## src/rtl/uart_rx_vote_sampler.sv

```systemverilog
// Oversampling bit sampler for the UART receiver: majority vote over 1, 3 or 5
// samples centred on the bit midpoint, with noise and window-fit flags.
module uart_rx_vote_sampler #(
   parameter int CNT_W     = 6,
   parameter int MAX_VOTES = 5
) (
   input  logic             CLK,
   input  logic             Reset,
   input  logic             S_Data,
   input  logic             S_EN,
   input  logic [CNT_W-1:0] Prescale,
   input  logic [CNT_W-1:0] edge_count,
   input  logic [1:0]       Vote_Mode,
   output logic             sampled,
   output logic             Sampled_bit,
   output logic             Noise_err,
   output logic             Cfg_err
);

   localparam int         N_W     = $clog2(MAX_VOTES + 1);
   localparam int         W       = CNT_W + 1;
   localparam logic [1:0] H_LIMIT = 2'((MAX_VOTES - 1) / 2);

   logic [1:0]           mode_q;
   logic [MAX_VOTES-1:0] samp_q;
   logic [N_W-1:0]       ones_q;
   logic [N_W-1:0]       n_q;

   logic [1:0]           h_req;
   logic [1:0]           h_use;
   logic [W-1:0]         c_ext;
   logic [W-1:0]         p_ext;
   logic [W-1:0]         p_last;
   logic [W-1:0]         ec_ext;
   logic [W-1:0]         win_lo;
   logic [W-1:0]         win_hi;
   logic [W-1:0]         dec_edge;
   logic                 in_win;
   logic                 at_start;
   logic                 at_dec;
   logic                 cfg_next;
   logic [MAX_VOTES-1:0] n_mask;
   logic [MAX_VOTES-1:0] win_bits;

   // Window geometry is computed one bit wider than the counters so C+H+1 cannot wrap.
   always_comb begin
      case (mode_q)
         2'b00:   h_req = 2'd0;
         2'b10:   h_req = 2'd2;
         default: h_req = 2'd1;
      endcase
      if (h_req > H_LIMIT) h_req = H_LIMIT;

      c_ext  = {2'b00, Prescale[CNT_W-1:1]};
      p_ext  = {1'b0, Prescale};
      p_last = p_ext - W'(1);
      ec_ext = {1'b0, edge_count};

      if (h_req >= 2'd2 && (c_ext + W'(3)) <= p_last)
         h_use = 2'd2;
      else if (h_req >= 2'd1 && (c_ext + W'(2)) <= p_last)
         h_use = 2'd1;
      else
         h_use = 2'd0;

      win_lo   = c_ext - W'(h_use);
      win_hi   = c_ext + W'(h_use);
      dec_edge = win_hi + W'(1);
      cfg_next = (h_use < h_req);

      in_win   = (ec_ext >= win_lo) && (ec_ext <= win_hi) && (ec_ext < p_ext);
      at_start = (ec_ext == win_lo);
      at_dec   = (ec_ext == dec_edge) && (ec_ext < p_ext);

      n_mask = '0;
      for (int i = 0; i < MAX_VOTES; i++) begin
         if (N_W'(i) < n_q) n_mask[i] = 1'b1;
      end
      win_bits = samp_q & n_mask;
   end

   always_ff @(posedge CLK) begin
      if (!Reset) begin
         sampled     <= 1'b0;
         Sampled_bit <= 1'b0;
         Noise_err   <= 1'b0;
         Cfg_err     <= 1'b0;
         mode_q      <= 2'b01;
         samp_q      <= '0;
         ones_q      <= '0;
         n_q         <= '0;
      end else begin
         Cfg_err <= cfg_next;
         sampled <= 1'b0;
         if (!S_EN) begin
            Sampled_bit <= 1'b0;
            Noise_err   <= 1'b0;
            mode_q      <= 2'b01;
            samp_q      <= '0;
            ones_q      <= '0;
            n_q         <= '0;
         end else begin
            if (edge_count == '0) mode_q <= Vote_Mode;
            if (in_win) begin
               if (at_start) begin
                  samp_q <= MAX_VOTES'(S_Data);
                  ones_q <= N_W'(S_Data);
                  n_q    <= N_W'(1);
               end else begin
                  samp_q <= (samp_q << 1) | MAX_VOTES'(S_Data);
                  ones_q <= ones_q + N_W'(S_Data);
                  n_q    <= n_q + N_W'(1);
               end
            end else if (at_dec) begin
               sampled <= 1'b1;
               if (n_q == '0) begin
                  Sampled_bit <= 1'b0;
                  Noise_err   <= 1'b1;
               end else begin
                  Sampled_bit <= (ones_q > (n_q >> 1));
                  Noise_err   <= (win_bits != '0) && (win_bits != n_mask);
               end
               // Cleared here too so a bit whose window start is skipped votes on fresh counts.
               ones_q <= '0;
               n_q    <= '0;
            end
         end
      end
   end

endmodule

```

## config.mk

```make
export PLATFORM = sky130hd
export DESIGN_NAME = uart_rx_vote_sampler
export DESIGN_NICKNAME = d
export VERILOG_FILES = /design/src/rtl/uart_rx_vote_sampler.sv
export SDC_FILE = /design/constraint.sdc
export NUM_CORES = 1
export LEC_CHECK = 0
export BUFFER_PORTS_ARGS = -buffer_cell sky130_fd_sc_hd__buf_2
export CORE_AREA = 3 3 69 71
export DETAILED_ROUTE_END_ITERATION = 7
export DIE_AREA = 0 0 72 74
export GPL_ROUTABILITY_DRIVEN = 0
export PLACE_DENSITY = 0.75
export SYNTH_ARGS = -nofsm -noshare
export SYNTH_HDL_FRONTEND = slang
export SYNTH_SLANG_ARGS = --single-unit
```

## constraint.sdc

```tcl
create_clock -name CLK -period 4.92 [get_ports CLK]
set_input_delay 0.984 -clock CLK [delete_from_list [all_inputs] [get_ports CLK]]
set_output_delay 0.984 -clock CLK [all_outputs]
set_load 0.1 [all_outputs]
```

# After elaboration in Yosys (flattened, before gate mapping)
# Index checks and enable logic that the tools add are counted.
[op_classes] n_eq_ne=4 shift=0 n_mux=18 n_div=0 n_bitwise=5 n_addsub=8 mul=0 reduce_logical=14 magnitude_cmp=15
[ops] op="2-to-1 mux 3 bit" n=5
[ops] op="equality test 6 x 7 -> 1 bit" n=2
[ops] op="<= comparator 6 x 7 -> 1 bit" n=2
[ops] op="adder 5 x 2 -> 6 bit, second input constant" n=2
[ops] op="2-to-1 mux 1 bit" n=9
[ops] op="adder 6 x 1 -> 7 bit, second input constant" n=1
[ops] op=">= comparator 6 x 7 -> 1 bit" n=1
[ops] op="subtractor 6 x 1 -> 7 bit, second input constant" n=1
[ops] op="adder 5 x 2 -> 6 bit" n=1
[ops] op="<= comparator 6 bit" n=1
[ops] op="logical AND 1 bit" n=6
[ops] op="logical NOT 6 bit" n=1
[ops] op="less-than comparator 1 x 3 -> 1 bit, first input constant" n=2
[ops] op="less-than comparator 2 x 3 -> 1 bit, first input constant" n=2
[ops] op="less-than comparator 6 bit" n=1
[ops] op="subtractor 5 x 2 -> 6 bit" n=1
[ops] op="AND 5 bit" n=1
[ops] op="2-to-1 mux 5 bit" n=1
[ops] op="!= test 5 bit" n=1
[ops] op="bitwise OR 5 x 1 -> 5 bit" n=1
[ops] op="nonzero test 5 bit" n=1
[ops] op="2-to-1 mux 2 bit" n=2
[ops] op="case mux 2 bit (2 select lines)" n=1
[ops] op="AND reduction 2 bit" n=2
[ops] op="14 further kinds" n=16
[totals] latchBits=0 wordCells=72 memories=0 romBits=0 in_bits=18 out_inout_bits=4 ff_bits=17 ramBits=0

# Longest topological paths before layout
# Gate-level depths: netlist of run 1.
[depth] depth_word=14 ltp_mapped=26 mapped_depth_nobuf=25

# Least setup slack after synthesis of run 1
# OpenSTA, ideal clock, no wires.
[synth_path] path_type="input-to-reg" from="in Prescale[2]" to="reg n_q[2]" setup_slack_ns=-0.347 arrival_ns=5.176 t_required_ns=4.829 setup_time_ns=0.091 path_buffers=1 cell_stages=22 cell_sequence="inv_1 -> ha_1 -> nor4b_1 -> xnor2_1 -> ha_1 -> and3_1 -> a31oi_1 -> o21ai_0 -> o21a_1 -> ha_1 -> fa_1 -> nand3_2 -> xnor2_1 -> ha_1 -> a21oi_1 -> a21boi_0 -> o32a_1 -> a31o_2 -> nor2_1 -> buf_2 -> nand3b_1 -> a311oi_1"
[synth_via] elab_chain_len=10 word_cells_on_any_way=23 classes_between="add/sub (6); order compare (5); eq/ne (2); mux (4); reduce/logical (6)"
[synth_rtl] item="start: declaration" line="11" source="input logic [CNT_W-1:0] Prescale,"
[synth_rtl] item="subtractor 6 x 1 -> 7 bit / adder 5 x 2 -> 6 bit (equally long branches)" line="56, 61"
[synth_rtl] item="<= comparator 6 x 7 -> 1 bit" line="61" source="else if (h_req >= 2'd1 && (c_ext + W'(2)) <= p_last)"
[synth_rtl] item="logical AND 1 bit" line="61"
[synth_rtl] item="2-to-1 mux 1 bit" line="61"
[synth_rtl] item="2-to-1 mux 2 bit" line="59" source="if (h_req >= 2'd2 && (c_ext + W'(3)) <= p_last)"
[synth_rtl] item="adder 5 x 2 -> 6 bit / subtractor 5 x 2 -> 6 bit (equally long branches)" line="67, 66"
[synth_rtl] item="adder 6 x 1 -> 7 bit (tied with other cells)" line="68" source="dec_edge = win_hi + W'(1);"
[synth_rtl] item="equality test 6 x 7 -> 1 bit / logical AND 1 bit (equally long branches)" line="73, 71"
[synth_rtl] item="logical AND 1 bit, on equally long branches" line="73, 71"
[synth_rtl] item="nonzero test 2 bit (no source line) / 2-to-1 mux 3 bit (equally long branches)"
[synth_rtl] item="end signal: assignment" line="112" source="n_q <= n_q + N_W'(1);"
[synth_rtl] item="end: declaration" line="27" source="logic [N_W-1:0] n_q;"
# Several ways; a longest one is shown, not always the timed one.
# A chain may end at the register's enable or synchronous reset.

# Worst setup path after layout of run 1
[layout_path] from="in Prescale[1]" to="reg n_q[2]"
# The elaborated chain is that of the path after synthesis.

==> results of run 1 <==
-- logic make-up after synthesis --
| logic type | after synthesis |
|---|---|
| muxes | 5 |
| AOI/OAI and AO/OA | 72 |
| buffers and inverters | 33 |
| and+or+nand+nor | 79 |
| adders and majority gates | 49 |
| xor gates and xnor gates | 20 |
| DFF | 17 |
-- metal layers --
layer / routed length [um] / vias to the layer above
li1: - / 1159
met1: 2760 / 1120
met2: 3600 / 80
met3: 298 / 14
met4: 110 / 0
met5: 0 / -
-- power breakdown --
part / internal [mW] / switching, mW
registers: 0.139 / 0.00162
logic: 0.157 / 0.171
clock network: 0.0575 / 0.0461
total: 0.354 / 0.219
-- area by class of cell --
class	instances	area [um2]	area share (%)
Tap cell	52	65.1	2.01
Multi-Input combinational cell	226	2090	64.5
Sequential cell	17	340	10.5
Inverter	27	111	3.43
Clock buffer	4	45.0	1.39
Timing Repair Buffer	78	589	18.2
-- synth_stat cells, drive strengths merged, types with 6 or more instances --
library cell	instances
o21a	10
nand3	12
nor3	8
a31oi	6
inv	25
dfxtp	17
o21ai	14
nand2	14
nor2	10
ha	47
nand2b	8
a21oi	20
xnor2	15
-- state kept, by name, indices dropped and copies added, names as in the netlist --
signal       flops
n_q              3
Cfg_err          1
ones_q           3
mode_q           2
samp_q           5
sampled          1
Noise_err        1
Sampled_bit      1
-- through the flow --
step	power (mW)	std cells	instance area, um2	setup slack, ns
2_1_floorplan	0.317	275	2360	-0.102
3_3_place_gp	0.397	384	2810	-0.568
3_5_place_dp	0.407	384	2810	-0.637
4_1_cts	0.540	397	3080	-0.200
5_1_grt	0.610	404	3240	-0.586
6_report	0.573	404	3240	-0.423
-- final timing paths --
check	start	to	slack, ns	cells after the start
hold reg to reg	Sampled_bit	Sampled_bit	0.47	2
hold / removal	Sampled_bit	Sampled_bit	0.47	2
setup / recovery	Prescale[1]	n_q[2]	-0.42	27
setup reg to reg	mode_q[0]	Noise_err	1.47	15
-- repair_timing --
action	4_1_cts	5_1_grt
resized for setup	34	17
setup buffers	8	7
gates cloned	1	0
hold endpoints to repair	0	0
setup endpoints to repair	14	14
pin swaps	28	12
-- tightest hold or removal path, delay by kind of cell (launching register included) --
kind | cells | cell delay [ns]
AO/OA/AOI/OAI | 2 | 0.10
flip-flops | 1 | 0.32
-- layout by cell type, fill, tap and decap left out, drive strengths merged, types with 4 or more instances in the layout --
| master | instances |
|---|---|
| xnor2 | 15 |
| xor2 | 5 |
| nand2 | 14 |
| dfxtp | 17 |
| a31oi | 6 |
| o21a | 10 |
| a21oi | 20 |
| nor3 | 8 |
| ha | 47 |
| nand2b | 8 |
| clkbuf | 4 |
| nand4 | 4 |
| o21ai | 14 |
| mux2i | 4 |
| inv | 23 |
| nand3 | 12 |
| buf | 78 |
| nor2 | 11 |
==> flow_summary.yaml, run 1 <==
status:
  outcome: "finished with violations"
  violations: "negative setup slack"
min_path:
  worstHoldPathType: "reg -> reg"
floorplanning:
  die_y_um: 74
  rows: 24
  ios: 22
  dieArea_mm2: 0.00533
  initial_core_util_pct: 52.6
  die_w_um: 72
  fp.coreArea_mm2: 0.00429
drt:
  drt_wl_total_mm: 6.76
  drc: 0
  first_pass_iters: 4
  drt_iter0_drc: 214
  ant_nets: 0
  num_vias: 2373
  wl_per_cell_um: 16.7
  via_per_inst: 5.87
worst_setup_path:
  worstPathArrival_ns: 5.50
  crit_family: "compound AO/OA/AOI/OAI gates"
  crit_required_ns: 5.08
  cpMaxStageDelayCell: "o32a_1"
  cpPeakStageDelay_ns: 0.42
  critPathCaptureType: "flip-flop"
  critPathMaxFanout: 5
  cpMostUsedCell: "ha_4"
  criticalPathCategory: "in -> reg"
  cp-start-kind: "input pin"
  cp_num_buf_inv: 6
power:
  p_leak_nw: 1.36
  power_density_mw_per_mm2: 177
  ir_drop_mv: 0.112
grt:
  grt_first_pass_wirelength_mm: 10.6
  met1_usage_pct: 30.1
  busiest_layer: "met2"
  grt.overflow.total: 0
  grt_start_max_net_pins: 14
  met2_usage_pct: 46.4
  grt_pass1_vias: 2306
  antenna_found_initial: 0
  track_usage_pct: 25.0
  met3_usage_pct: 3.51
sta:
  worst_slack_ns: -0.423
  hold_viol: 0
  min_period_ns: 5.34
  slew_violations: 0
  fin_skew_ns: 0.00179
  relSlewSlack_pct: 35.2
  fin_hold_ws_ns: 0.467
  fmax_ghz: 0.187
  setup_viol: 14
  fin_crit_sh_pct: 109
  timing.setup.tns_ns: -5.06
  grt_setup_unrepaired: "yes"
  tightest_slew_ns: 0.966
logic_synthesis:
  synth_top_family_by_area: "adder cells"
  synth-seq-cells: 17
  ys_seq_area_share_pct: 15.1
  synthesis.area_mm2: 0.00226
  synthMuxAreaShare_pct: 2.27
  synth_edf_count: 0
  yosys.area.top_type: "ha_1"
  synth_top_area_share_pct: 26.0
  synth_area_per_cell_um2: 8.21
  synth_fp_nets: 342
  yosysWarnings: 0
  syn_inst: 275
  synth_compound_area_share_pct: 20.8
  synth_top_flop_cell: "dfxtp_1"
  ys_async_sr_fraction_pct: 0
  synth-xor-area-share_pct: 8.42
  synth-adder-area-share_pct: 27.8
  synth.area.top_cells: "ha_1, dfxtp_1, xnor2_1, a21oi_1, inv_1"
  yosys.area_share.simple_pct: 19.7
  synth_cell_type_count: 55
finish:
  n_fill_cell: 287
  utilization_pct: 75.5
  layout-drive-gt1-share_pct: 38.9
  diodes: 0
  nets: 420
  area_growth_pct: 43.6
clocking:
  cts.sinks: 17
  clk_pin_slew_ns: 0.06
  ctsHtreeMaxLevel: 1
  insertion_delay_ns: 0.25
  clockBufferDepth: 2
  cts_buffers: 3
  root_buffer: "clkbuf_8"
  tritoncts: "done"
  hold_buffers: 0
job:
  cap_viol_max_count: 0
place:
  dp_hpwl_mm: 4.78
  io_buffers: 21
(Power assumes the default switching activity.)
==> run 2: changes to the inputs <==
PLACE_DENSITY = 0.72   (was 0.75)
RECOVER_POWER = 100   (was not set)
clock period = 4.95 ns   (was 4.92 ns; I/O delays follow)
==> run 2 against run 1 <==
  * The run still ends with negative setup slack left
  * Sequential power about the same
  * Worst hold slack better by 0.026 ns
  * Count of clock-buffer cells in the layout down 1
  * Wire length up 13%
  * Setup slack worse by 0.24 ns
  * Clock power about the same
  * Flip-flop and latch count unchanged
  * Critical path type unchanged
  * Largest cell class unchanged
==> flow_summary.yaml, run 2 (synthesis gave the netlist of run 1 again) <==
status:
  outcome: "finished with violations"
  violations: "negative setup slack"
floorplanning:
  die_y_um: 74
  ios: 22
  rows: 24
  die_w_um: 72
  fp.coreArea_mm2: 0.00429
  dieArea_mm2: 0.00533
  initial_core_util_pct: 52.6
worst_setup_path:
  r2r_start: "mode_q[0]"
  worstPathArrival_ns: 5.77
  critPathCaptureType: "flip-flop"
  cp-startpoint: "Prescale[2]"
  critPathMaxFanout: 8
  crit_required_ns: 5.11
  ff2ff_path_depth: 16
  endpoint: "n_q[2]"
  reg2reg_slack_ns: 1.26
  cp-start-kind: "input pin"
  criticalPathCategory: "in -> reg"
  r2r_end: "n_q[2]"
sta:
  slew_violations: 0
  grt_setup_unrepaired: "yes"
  timing.setup.tns_ns: -7.32
  fin_skew_ns: 0.00716
  fmax_ghz: 0.178
  hold_viol: 0
  fin_crit_sh_pct: 113
  setup_viol: 14
  relSlewSlack_pct: 22.8
  fin_hold_ws_ns: 0.493
  min_period_ns: 5.61
  worst_slack_ns: -0.658
  tightest_slew_ns: 1.16
finish:
  largest_register: "samp_q"
  final_common_cell: "buf_4"
  multi_input_area_mm2: 0.00223
  nets: 443
  fin_area_mm2: 0.00354
  diodes: 0
  seqCellArea_um2: 340
  largest_register_ffs: 5
  layout-drive-gt1-share_pct: 45.9
  area_growth_pct: 57.0
  mostFrequentLayoutCells: "buf_4, ha_1, inv_1, dfxtp_1"
  largest_registers: "samp_q (5), n_q (3), ones_q (3)"
  n_fill_cell: 247
grt:
  grt_pass1_vias: 2464
  track_usage_pct: 25.6
  grt_first_pass_wirelength_mm: 10.8
  grt.overflow.total: 0
  grt_start_max_net_pins: 14
  antenna_found_initial: 0
drt:
  drc: 0
  first_pass_iters: 4
  num_vias: 2494
  wl_per_cell_um: 18.0
  via_per_inst: 5.84
  ant_nets: 0
  drt_iter0_drc: 122
  drt_wl_total_mm: 7.67
power:
  p_leak_nw: 1.47
  power_density_mw_per_mm2: 180
  ir_drop_mv: 0.130
clocking:
  insertion_delay_ns: 0.26
  cts.sinks: 17
  tritoncts: "done"
  ctsHtreeMaxLevel: 1
  clockBufferDepth: 2
  cts_buffers: 3
  clk_pin_slew_ns: 0.07
  root_buffer: "clkbuf_8"
min_path:
  worstHoldPathType: "reg -> reg"
place:
  dp_slack_ns: -0.847
  dp_hpwl_mm: 4.83
  dpl-instance-area_mm2: 0.00287
  io_buffers: 21
job:
  cap_viol_max_count: 0
run 2: worst min-delay path by stage:
stage | startpoint | end | cells past startpoint
after floorplan | samp_q[4] | samp_q[4] | 2
after global placement | Sampled_bit | Sampled_bit | 2
after detailed placement | Sampled_bit | Sampled_bit | 2
after CTS | Sampled_bit | Sampled_bit | 2
after global routing | samp_q[3] | samp_q[3] | 2
final | Sampled_bit | Sampled_bit | 2
run 2: through the flow:
| step | total power, mW | std cells | utilization, % |
|---|---|---|---|
| 3_3_place_gp | 0.407 | 392 | 66.7 |
| 3_5_place_dp | 0.415 | 392 | 66.7 |
| 4_1_cts | 0.569 | 415 | 75.8 |
| 2_1_floorplan | 0.314 | 275 | - |
| 5_1_grt | 0.675 | 427 | 82.5 |
| 6_report | 0.637 | 427 | 82.5 |
run 2: what timing repair did:
item | 4_1_cts | 5_1_grt
hold buffers | 0 | 0
gates cloned | 0 | 0
buffers inserted | 19 | 12
endpoints found under the setup margin | 14 | 14
pin swaps | 25 | 37
gates resized for setup | 37 | 43
run 2: critical path: stages:
cell and delay [ns]:
buf_6 0.10, clkinvlp_4 0.08, buf_6 0.11, ha_1 0.23
nand2_2 0.10, xnor2_2 0.24, ha_4 0.24, o21a_1 0.13
o21a_1 0.20, o21a_1 0.19, o21ai_2 0.14, o21a_1 0.20
buf_6 0.12, ha_4 0.14, nor2b_4 0.17, nor2_4 0.05
nor4_4 0.32, inv_1 0.13, ha_4 0.26, nand4_1 0.16
a21oi_2 0.05, o32a_1 0.38, buf_4 0.16, a31o_4 0.22
nor2_4 0.22, a31oi_1 0.14, a311oi_1 0.30
run 2: final cells by class:
| type | instances | share of cell area (%) |
|---|---|---|
| Multi-Input combinational cell | 225 | 62.9 |
| Timing Repair Buffer | 102 | 21.2 |
| Sequential cell | 17 | 9.60 |
| Inverter | 27 | 3.07 |
| Tap cell | 52 | 1.84 |
| Clock buffer | 3 | 1.16 |
| Clock inverter | 1 | 0.141 |
run 2: where the power goes:
part | total [mW] | switching [mW] | internal, mW
registers | 0.140 | 0.00160 | 0.139
clock network | 0.107 | 0.0506 | 0.0560
logic | 0.390 | 0.194 | 0.197
run 2: metal layers:
layer	routed length (um)	GRT usage, %	part of all wire [%]
met5	0	0	0
met2	3960	47.0	52
met4	265	14.2	3.5
met3	309	3.65	4.0
met1	3130	28.5	41
